<file path="src/rtl/rr_port_arbiter.sv">
// rr_port_arbiter: round-robin output-port arbiter for the NOC router.
// One instance per output port. Inputs whose next-hop address matches PORT_ID
// compete. A rotating pointer picks the winner, and the grant is held until
// the crossbar pulses release_i at the packet tail.
// Optional feature macro: RR_ARB_TIMEOUT_EN (forced release after MAX_HOLD cycles).
module rr_port_arbiter #(
  parameter int                NUM_REQ  = 4,
  parameter int                ADDR_W   = 3,
  parameter logic [ADDR_W-1:0] PORT_ID  = 3'd1,
  parameter int                MAX_HOLD = 16,
  parameter int                IDX_W    = $clog2(NUM_REQ)
) (
  input  logic                      clk,
  input  logic                      reset,
  input  logic [NUM_REQ-1:0]        req_valid_i,
  input  logic [NUM_REQ*ADDR_W-1:0] req_nexthop_addr_i,
  input  logic                      release_i,
  output logic [NUM_REQ-1:0]        grant_o,
  output logic [IDX_W-1:0]          grant_idx_o,
  output logic                      grant_valid_o,
  output logic                      timeout_o
);

  typedef enum logic {IDLE = 1'b0, BUSY = 1'b1} state_t;

  state_t               state, state_nxt;
  logic [IDX_W-1:0]     ptr, ptr_nxt, ptr_inc;
  logic [NUM_REQ-1:0]   grant_q, grant_nxt;
  logic [IDX_W-1:0]     idx_q, idx_nxt;
  logic [NUM_REQ-1:0]   desire;
  logic                 win_found;
  logic [IDX_W-1:0]     win_idx;
  logic [IDX_W-1:0]     cand;
  int                   scan;
  logic                 forced;
  logic                 pkt_end;

  if (MAX_HOLD < 2) begin : g_max_hold_chk
    $error("rr_port_arbiter: MAX_HOLD must be at least 2");
  end

  // Per-input request filter: valid head flit heading to this port.
  always_comb begin
    desire = '0;
    for (int i = 0; i < NUM_REQ; i++) begin
      desire[i] = req_valid_i[i] &&
                  (req_nexthop_addr_i[i*ADDR_W +: ADDR_W] == PORT_ID);
    end
  end

  // Rotating-priority scan: walk from ptr upward; the smallest offset wins.
  always_comb begin
    win_found = 1'b0;
    win_idx   = '0;
    scan      = 0;
    cand      = '0;
    for (int k = NUM_REQ - 1; k >= 0; k--) begin
      scan = int'(ptr) + k;
      if (scan >= NUM_REQ) scan = scan - NUM_REQ;
      cand = IDX_W'(scan);
      if (desire[cand]) begin
        win_found = 1'b1;
        win_idx   = cand;
      end
    end
  end

  // Winner+1 with explicit wrap so ptr never leaves 0..NUM_REQ-1.
  assign ptr_inc = (idx_q == IDX_W'(NUM_REQ - 1)) ? '0 : idx_q + 1'b1;

  // A packet ends on an explicit release or a forced (timeout) release.
  assign pkt_end = (state == BUSY) && (release_i || forced);

  // State register plus registered grant outputs.
  always_ff @(posedge clk or negedge reset) begin
    if (!reset) begin
      state   <= IDLE;
      ptr     <= '0;
      grant_q <= '0;
      idx_q   <= '0;
    end else begin
      state   <= state_nxt;
      ptr     <= ptr_nxt;
      grant_q <= grant_nxt;
      idx_q   <= idx_nxt;
    end
  end

  // Next-state: IDLE grants when anyone desires; BUSY leaves only at packet end.
  always_comb begin
    state_nxt = state;
    case (state)
      IDLE:    if (win_found) state_nxt = BUSY;
      BUSY:    if (pkt_end)   state_nxt = IDLE;
      default: state_nxt = IDLE;
    endcase
  end

  // Output/pointer next values: load on grant, clear grant and rotate on release.
  always_comb begin
    ptr_nxt   = ptr;
    grant_nxt = grant_q;
    idx_nxt   = idx_q;
    if (state == IDLE && win_found) begin
      grant_nxt          = '0;
      grant_nxt[win_idx] = 1'b1;
      idx_nxt            = win_idx;
    end else if (pkt_end) begin
      grant_nxt = '0;
      ptr_nxt   = ptr_inc;
    end
  end

`ifdef RR_ARB_TIMEOUT_EN
  localparam int CNT_W = (MAX_HOLD > 2) ? $clog2(MAX_HOLD) : 1;

  logic [CNT_W-1:0] hold_cnt;
  logic             timeout_q;

  assign forced = (state == BUSY) && !release_i &&
                  (hold_cnt == CNT_W'(MAX_HOLD - 1));

  // Hold counter: zero while idle/at grant, counts BUSY cycles, emits timeout pulse.
  always_ff @(posedge clk or negedge reset) begin
    if (!reset) begin
      hold_cnt  <= '0;
      timeout_q <= 1'b0;
    end else begin
      timeout_q <= forced;
      if (state != BUSY || pkt_end) hold_cnt <= '0;
      else                          hold_cnt <= hold_cnt + 1'b1;
    end
  end

  assign timeout_o = timeout_q;
`else
  assign forced    = 1'b0;
  assign timeout_o = 1'b0;
`endif

  assign grant_o       = grant_q;
  assign grant_idx_o   = idx_q;
  assign grant_valid_o = (state == BUSY);

endmodule
</file>
<file path="config.mk">
export PLATFORM = sky130hd
export DESIGN_NAME = rr_port_arbiter
export DESIGN_NICKNAME = d
export VERILOG_FILES = /design/src/rtl/rr_port_arbiter.sv
export SDC_FILE = /design/constraint.sdc
export NUM_CORES = 1
export LEC_CHECK = 0
export ABC_AREA = 0
export BUFFER_PORTS_ARGS = -buffer_cell sky130_fd_sc_hd__buf_2
export CORE_UTILIZATION = 43
export CTS_CLUSTER_DIAMETER = 30
export CTS_CLUSTER_SIZE = 25
export DETAILED_ROUTE_END_ITERATION = 10
export PLACE_DENSITY = 0.78
export SLEW_MARGIN = 15
export SYNTH_ARGS = -nofsm -noshare
export SYNTH_HDL_FRONTEND = slang
export SYNTH_SLANG_ARGS = --single-unit
</file>
<file path="constraint.sdc">
create_clock -name clk -period 1.4 [get_ports clk]
set_input_delay 0.07 -clock clk [delete_from_list [all_inputs] [get_ports clk]]
set_output_delay 0.07 -clock clk [all_outputs]
set_load 0.05 [all_outputs]
</file>
==> results of run 1 <==
## per-stage QoR
step           util [%]  TNS (ns)  hold WS, ns
2_1_floorplan         -         0       -0.226
3_3_place_gp       60.9         0      -0.0710
3_5_place_dp       60.9         0      -0.0710
4_1_cts            64.1         0        0.178
5_1_grt            65.2    -0.149        0.203
6_report           65.2         0        0.178
## final cells by class
type / instances / area share [%]
Clock buffer: 4 / 3.49
Inverter: 3 / 1.50
Multi-Input combinational cell: 38 / 42.5
Sequential cell: 9 / 30.2
Tap cell: 14 / 2.33
Timing Repair Buffer: 28 / 19.9
## placed cells by master, fill, tap and decap left out, types with 2 or more instances in the layout
cell,instances
a31o_1,2
and3_1,2
and4bb_2,2
and4bb_4,2
buf_2,25
buf_4,2
clkbuf_4,3
dfrtp_1,7
dfrtp_2,2
inv_1,3
nand2_1,4
nand3_1,5
o21ai_0,2
o31ai_1,3
## layer usage
metal / part of all wire, % / GRT usage [%] / vias to the layer above
met5: 0 / 0 / -
met4: 2.7 / 16.1 / 0
met3: 7.3 / 3.49 / 5
met2: 48 / 33.5 / 21
met1: 42 / 20.5 / 246
li1: - / - / 262
## state kept, by name, indices dropped and copies added (netlist names)
signal and count:
grant_idx_o 2, grant_o 4, grant_valid_o 1, ptr 2
## Yosys cell counts (all sizes together)
library cell  instances  share of area [%]
o41ai                 1                2.9
and3                  3                3.6
o31ai                 3                4.0
nand3                 5                4.5
nand4                 1                1.1
mux2                  1                2.0
a31o                  2                3.1
and4bb                4                 10
nor4                  1                1.1
nor2                  1               0.67
inv                   3                2.0
nand4bb               2                6.9
a222oi                1                1.8
ha                    1                2.2
conb                  1               0.67
o211ai                1                1.3
buf                   2                2.7
a21oi                 1               0.89
a21boi                1                1.3
a22oi                 1                1.3
o21ai                 2                1.8
nand2                 4                2.7
nor2b                 1                1.1
dfrtp                 9                 40
## report_power, final
group          leakage [nW]  internal, mW  switching (mW)
sequential            0.116         0.337          0.0770
combinational         0.242         0.161           0.289
clock                0.0150         0.110          0.0861
## critical path, cell delays in order, from the launching register on
cell and delay (ns):
dfrtp_2 0.42, nor2_2 0.06, a222oi_1 0.34, nand3_1 0.19
a31o_1 0.25
## cells by family (layout without fill, tap and decap cells)
family,after synthesis,in the layout,synth area share (%)
and+or+nand+nor,22,22,31.8
AOI/OAI and AO/OA,13,13,18.5
DFF,9,9,40.1
buffers and inverters,5,35,4.68
adders and majority gates,1,1,2.23
other,1,1,0.668
muxes,1,1,2.00
## path summary, 6_finish.rpt
check | from | cells after the start | slack (ns) | endpoint
max | ptr[0]$_DFFE_PN0P_ | 4 | 0.03 | grant_o[0]$_DFFE_PN0P_
min | reset | 2 | 0.18 | grant_idx_o[1]$_DFFE_PN0P_
max reg2reg | ptr[0]$_DFFE_PN0P_ | 4 | 0.03 | grant_o[0]$_DFFE_PN0P_
min reg2reg | grant_o[1]$_DFFE_PN0P_ | 2 | 0.49 | grant_o[1]$_DFFE_PN0P_
max in group asynchronous | reset | 2 | 1.03 | ptr[1]$_DFFE_PN0P_
min in group clk | release_i | 3 | 0.26 | ptr[0]$_DFFE_PN0P_
## repair_timing
action,in CTS,in global routing
resized for setup,0,5
hold buffers,1,0
setup endpoints to repair,0,5
hold endpoints to repair,9,0
==> results.json, run 1 <==
{
  "cp-start-kind": "register",
  "ys_seq_elements": 9,
  "first_pass_iters": 4,
  "clkLatencyLatePin_ns": 0.26,
  "drc": 0,
  "setup_ws_ns": 0.0307,
  "io_pins": 27,
  "vias": 534,
  "cp.required_ns": 1.55,
  "fillers": 102,
  "stdcell_area_um2": 753,
  "total_power_mw": 1.06,
  "area_growth_pct": 34.1,
  "ir_worst_vdd_mv": 0.776,
  "cp.arrival_ns": 1.52,
  "synthesis.nets": 72,
  "cts_tree": "done",
  "grtUsageTotal_pct": 19.6,
  "antenna_found_initial": 0,
  "finClkSkew_ns": 0.00301,
  "synthCells": 52,
  "diodes": 0,
  "endpoint_kind": "register",
  "portBuffers": 25,
  "ant_nets": 0,
  "dpl_worst_slack_ns": 0.0200,
  "clk_pin_slew_ns": 0.06,
  "regArea_um2": 228,
  "cts.htree.levels": 1,
  "synth_cell_type_count": 27,
  "routedWlPerCell_um": 12.4,
  "post_cts_buffers": 0,
  "nets": 103,
  "place.gp.congestion": 0.733,
  "grt_pass1_wl_um": 1860,
  "hpwl_um": 976,
  "hold_viol": 0,
  "place_inst": 91,
  "layout.cells.non_filler": 96,
  "ys_seq_area_share_pct": 40.1,
  "dieArea_mm2": 0.00146,
  "fp.dieH_um": 38.1,
  "power_density_mw_per_mm2": 1410,
  "clockBufferDepth": 2,
  "cts-buffers-inserted": 3,
  "grt_setup_unrepaired": "yes",
  "cts_num_sinks": 9,
  "worstSetupPathType": "reg2reg",
  "grt_overflow_total": 0,
  "grt_max_degree": 12,
  "root_buffer": "clkbuf_4",
  "routed_wl_um": 1190,
  "setup_viol": 0,
  "fmax_mhz": 730,
  "grt_pass1_vias": 484,
  "status": "finished, final reports clean",
  "viasPerCell": 5.56,
  "initialDrtViolationCount": 8,
  "initial_utilization_pct": 48.6,
  "min_period_over_period_pct": 97.8,
  "min_period_ns": 1.37,
  "place_area_um2": 704,
  "die_width_um": 38.1,
  "syn_area_um2": 562,
  "cp_max_fo": 5,
  "cap_violations": 0,
  "drive_gt1_share_pct": 51.2,
  "multi_input_comb_area_um2": 320,
  "p_leak_nw": 0.373,
  "final_max_slew_viol_count": 0,
  "core_area_mm2": 0.00116,
  "min_path_type": "in2async",
  "syn_avg_cell_area_um2": 10.8,
  "yosys_warnings": 0,
  "row_count": 12
}
No activity file was read; power rests on OpenSTA's default activity.
==> run 2: changes to the inputs <==
Settings changed: RECOVER_POWER set to 100.
==> run 2 against run 1 <==
  * Cell area decreased by 1.3%
  * Die area did not move
  * First-iteration DRC count unchanged
  * Power is 1.1% lower
  * Setup slack is essentially flat
==> results.json, run 2 (synthesis gave the netlist of run 1 again) <==
{
  "total_power_mw": 1.05,
  "vias": 532,
  "path_cells": "nor2_2 -> a222oi_1 -> nand3_1 -> a31o_1",
  "finalCoreUtilization_pct": 64.3,
  "cts_num_sinks": 9,
  "cp-start-kind": "register",
  "place.gp.congestion": 0.733,
  "slew_headroom_pct": 60.0,
  "initialDrtViolationCount": 8,
  "diodes": 0,
  "routed_wl_um": 1200,
  "fp.dieH_um": 38.1,
  "worst_pin_slew_ns": 0.602,
  "hpwl_um": 976,
  "grt_overflow_total": 0,
  "ir_worst_vdd_mv": 0.768,
  "root_buffer": "clkbuf_4",
  "slowest_stage": "dfrtp_2",
  "clockBufferDepth": 2,
  "clk_pin_slew_ns": 0.06,
  "initial_utilization_pct": 48.6,
  "cp.arrival_ns": 1.52,
  "grtUsageTotal_pct": 19.6,
  "min_period_over_period_pct": 97.8,
  "cp.required_ns": 1.55,
  "ant_nets": 0,
  "viasPerCell": 5.54,
  "area_growth_pct": 32.3,
  "max_stage_delay_ns": 0.42,
  "cts-buffers-inserted": 3,
  "grt_pass1_wl_um": 1860,
  "drive_gt1_share_pct": 41.5,
  "grt_setup_unrepaired": "yes",
  "hold_viol": 0,
  "power_density_mw_per_mm2": 1410,
  "io_pins": 27,
  "cp_max_fo": 5,
  "fillers": 109,
  "place_area_um2": 704,
  "post_cts_buffers": 0,
  "dieArea_mm2": 0.00146,
  "final_max_slew_viol_count": 0,
  "min_path_type": "in2reg",
  "final_common_cell": "buf_2",
  "status": "finished, final reports clean",
  "routedWlPerCell_um": 12.4,
  "antenna_found_initial": 0,
  "final_cell_mix": "buf_2 (17), clkbuf_1 (9), dfrtp_1 (7), nand3_1 (5), nand2_1 (4)",
  "clkLatencyLatePin_ns": 0.26,
  "largest_register_ffs": 4,
  "p_leak_nw": 0.342,
  "dpl_worst_slack_ns": 0.0200,
  "first_pass_iters": 4,
  "worstSetupPathType": "reg2reg",
  "grt_pass1_vias": 484,
  "cts.htree.levels": 1,
  "setup_viol": 0,
  "drc": 0,
  "core_area_mm2": 0.00116,
  "endpoint_kind": "register",
  "nets": 103,
  "fmax_mhz": 730,
  "setup_ws_ns": 0.0303,
  "row_count": 12,
  "stdcell_area_um2": 743,
  "min_period_ns": 1.37,
  "cap_violations": 0,
  "portBuffers": 25,
  "finClkSkew_ns": 0.00343,
  "grt_max_degree": 12,
  "die_width_um": 38.1,
  "cts_tree": "done"
}
## run 2: cell count changes in the layout (fill, tap and decap cells not counted)
cell / before / now
clkbuf_1: 1 / 9
buf_2: 25 / 17
## run 2: area by class of cell
class | count | area, um2 | share of cell area [%]
Clock buffer | 4 | 26.3 | 3.54
Inverter | 3 | 11.3 | 1.52
Timing Repair Buffer | 28 | 140 | 18.9
Tap cell | 14 | 17.5 | 2.36
Multi-Input combinational cell | 38 | 320 | 43.1
Sequential cell | 9 | 228 | 30.6
## run 2: path summary, 6_finish.rpt
path	startpoint	end	slack (ns)	cells past startpoint
worst max-delay path	ptr[0]$_DFFE_PN0P_	grant_o[0]$_DFFE_PN0P_	0.03	4
max in group asynchronous	reset	ptr[1]$_DFFE_PN0P_	0.78	2
worst min-delay path	release_i	ptr[0]$_DFFE_PN0P_	0.26	3
worst max register to register	ptr[0]$_DFFE_PN0P_	grant_o[0]$_DFFE_PN0P_	0.03	4
worst min register to register	grant_o[1]$_DFFE_PN0P_	grant_o[1]$_DFFE_PN0P_	0.50	2
min in group asynchronous	reset	grant_idx_o[1]$_DFFE_PN0P_	0.27	2
## run 2: per-layer routing
metal  track usage (%)  part of all wire (%)  vias to the layer above
met5                 0                     0                        -
met4              16.1                   2.7                        0
met3              3.49                   7.1                        5
met2              33.5                    48                       21
met1              20.5                    42                      244
li1                  -                     -                      262
## run 2: stage by stage
stage / setup TNS [ns] / instances / hold WS, ns
after floorplan: 0 / 52 / -0.226
after global placement: 0 / 91 / -0.0710
after detailed placement: 0 / 91 / -0.0710
after CTS: 0 / 96 / 0.178
after global routing: -0.149 / 96 / 0.273
final: 0 / 96 / 0.256
## run 2: what timing repair did
item                       in CTS  in global routing
gates resized for setup         0                  5
setup endpoints to repair       0                  5
hold endpoints to repair        9                  0
hold buffers                    1                  0
## run 2: critical path: cells and delay by family, from the launching register on
family | cells | cell delay [ns]
flops | 1 | 0.42
simple gates | 2 | 0.25
compound gates | 2 | 0.59
## run 2: report_power, final
part	internal [mW]	switching (mW)
clock network	0.110	0.0865
logic	0.148	0.289
registers	0.337	0.0781
total	0.595	0.454
==> run 3: changes to the inputs <==
Settings changed: ABC_AREA 0 to 1, CORE_UTILIZATION 43 to 25, MAX_ROUTING_LAYER set to met4, PLACE_DENSITY 0.78 to 0.5.
==> run 3 against run 2 <==
  * The flow now finishes with violations (negative setup slack)
  * Worst hold slack improved by 0.023 ns
  * Synthesized cell count grew 90%
  * Via count increased by 36%
  * Count of clock-buffer cells in the layout unchanged
  * Power rose by 54%
  * Maximum frequency fell by 5.2%
  * Area after synthesis rose by 15%
  * Combinational power rose by 110%
  * Sequential power grew 14%
  * Critical endpoint is now grant_o[2]$_DFFE_PN0P_
  * Largest cell class unchanged
==> results.json, run 3 <==
{
  "status": "finished with violations",
  "violations": "negative setup slack",
  "hold_slack_ns": 0.279,
  "nets": 155,
  "clkLatencyLatePin_ns": 0.26,
  "setup_ws_ns": -0.0455,
  "diodes": 0,
  "synthTopCellsByArea": "dfrtp_1 (35%), nand2_1 (23%), inv_1 (6.4%)",
  "grt_pass1_vias": 662,
  "first_pass_iters": 4,
  "ys_seq_area_share_pct": 34.9,
  "grt_overflow_total": 0,
  "largest_register_ffs": 4,
  "regArea_um2": 226,
  "ant_nets": 0,
  "synth_compound_area_share_pct": 4.65,
  "core_area_mm2": 0.00245,
  "min_period_over_period_pct": 103,
  "finClkSkew_ns": 0.000855,
  "clockBufferDepth": 2,
  "final_cell_mix": "nand2_1 (29), buf_2 (17), nand2_2 (14), inv_1 (10), clkbuf_1 (9)",
  "grtUsageTotal_pct": 12.9,
  "grt_max_degree": 10,
  "p_switching_uw": 854,
  "cts_tree": "done",
  "worstSetupPathType": "reg2reg",
  "final_max_slew_viol_count": 0,
  "ys_seq_elements": 9,
  "cts.htree.levels": 1,
  "dieArea_mm2": 0.00279,
  "cap_violations": 0,
  "min_period_ns": 1.45,
  "path_cells": "inv_4 -> nand4_1 -> nand2_2 -> nand2_2 -> nand2_1 -> inv_1 -> nand2_2 -> nand3_2 -> nand2_4 -> inv_2 -> nand2_1 -> nand2_1",
  "endpoint_kind": "register",
  "initialDrtViolationCount": 14,
  "power_density_mw_per_mm2": 1710,
  "slew_headroom_pct": 60.6,
  "multi_input_comb_area_um2": 417,
  "final_common_cell": "nand2_1",
  "async_reset_ff_share_pct": 100,
  "portBuffers": 25,
  "synthCells": 99,
  "synthFlopType": "dfrtp_1",
  "worst_pin_slew_ns": 0.594,
  "yosys_warnings": 0,
  "yosys.area.top_type": "dfrtp_1",
  "row_count": 18,
  "die_width_um": 52.8,
  "synth_top_area_share_pct": 34.9,
  "grt_setup_unrepaired": "yes",
  "synth_simple_gate_area_share_pct": 44.6,
  "drc": 0,
  "routed_wl_um": 1550,
  "cp.required_ns": 1.56,
  "min_path_type": "in2async",
  "initial_utilization_pct": 26.3,
  "place.gp.congestion": 0.762,
  "syn_avg_cell_area_um2": 6.52,
  "root_buffer": "clkbuf_4",
  "slowest_stage": "dfrtp_2",
  "syn_area_um2": 646,
  "synthMuxAreaShare_pct": 0,
  "vias": 721,
  "fillers": 272,
  "cp_max_fo": 7,
  "ir_worst_vdd_mv": 0.853,
  "p_sw_share_pct": 52.9,
  "max_stage_delay_ns": 0.47,
  "synth_edf_count": 0,
  "p_leak_nw": 0.530,
  "fp.dieH_um": 52.8,
  "grt_pass1_wl_um": 2570,
  "antenna_found_initial": 0,
  "synth_cell_type_count": 21,
  "area_growth_pct": 45.9,
  "viasPerCell": 4.40,
  "cp-start-kind": "register",
  "synth_most_common_cell": "nand2_1",
  "p_int_uw": 761,
  "cp.arrival_ns": 1.60,
  "synth_xor_area_share_pct": 2.52,
  "p_comb_share_pct": 57.9,
  "cts-buffers-inserted": 3,
  "fmax_mhz": 692,
  "setup_viol": 5,
  "clk_pin_slew_ns": 0.06,
  "drive_gt1_share_pct": 41.0,
  "synth_fa_ha_area_share_pct": 1.94,
  "p_seq_share_pct": 29.4,
  "synthTopCellsByCount": "nand2_1 (40), inv_1 (11), dfrtp_1 (9), nor2_1 (9), nand3_1 (8)",
  "hpwl_um": 1170,
  "finalCoreUtilization_pct": 38.4,
  "routedWlPerCell_um": 9.48,
  "synth_top_family_by_area": "simple AND/OR/NAND/NOR gates",
  "io_pins": 27,
  "p_clk_share_pct": 12.7,
  "setup_tns_ns": -0.109,
  "synthesis.nets": 119,
  "hold_viol": 0,
  "cts_num_sinks": 9
}
[run 3: path summary, 6_finish.rpt]
check,start,end,slack [ns],cells after the start
hold reg to reg,grant_o[2]$_DFFE_PN0P_,grant_o[2]$_DFFE_PN0P_,0.48,2
hold / removal,reset,grant_idx_o[0]$_DFFE_PN0P_,0.28,2
setup / recovery,ptr[0]$_DFFE_PN0P_,grant_o[2]$_DFFE_PN0P_,-0.05,12
min in group clk,req_nexthop_addr_i[11],grant_o[3]$_DFFE_PN0P_,0.46,9
setup reg to reg,ptr[0]$_DFFE_PN0P_,grant_o[2]$_DFFE_PN0P_,-0.05,12
max in group asynchronous,reset,ptr[0]$_DFFE_PN0P_,0.75,2
[run 3: cell type report]
class / count / area share, %
Clock buffer: 4 / 2.79
Inverter: 13 / 5.44
Tap cell: 30 / 3.98
Multi-Input combinational cell: 75 / 44.2
Timing Repair Buffer: 33 / 19.5
Sequential cell: 9 / 24.0
[run 3: power by group through the flow]
stage	logic [mW]	registers, mW	clock network (mW)
floorplan	0.444	0.670	0
finish	0.936	0.474	0.205
detailed placement	0.837	0.476	0
global placement	0.838	0.471	0
CTS	0.900	0.471	0.210
global route	1.02	0.491	0.228
[run 3: worst max-delay path: cells and delay by family (launching register included)]
kind	cells	cell delay [ns]
DFF	1	0.47
and+or+nand+nor	9	0.71
buffers and inverters	3	0.16
[run 3: logic make-up after synthesis]
group | Yosys count
and+or+nand+nor | 67
adders and majority gates | 1
AOI/OAI and AO/OA | 5
other | 1
xor gates and xnor gates | 1
buffers and inverters | 15
DFF | 9
[run 3: layer usage]
metal	global-route usage, %	routed length, um	vias to the layer above
met2	22.6	806	17
met4	6.58	10	0
met5	-	0	-
li1	-	-	372
met3	1.74	61	2
met1	14.2	675	330
[run 3: repair_timing]
action                                 4_1_cts  5_1_grt
endpoints found under the hold margin       10        0
pin swaps                                    6        8
buffers inserted                             1        0
hold buffers                                 2        0
setup endpoints to repair                    7        7
resized for setup                            8       15
[run 3: stage by stage]
stage                     setup slack, ns  instances  power [mW]  cell area (um2)
after floorplan                    0.0662         99        1.11              646
after global placement            -0.0831        157        1.31              827
after detailed placement          -0.0907        157        1.31              827
after CTS                         -0.0499        164        1.58              910
after global routing               -0.184        164        1.74              942
final                             -0.0455        164        1.62              942
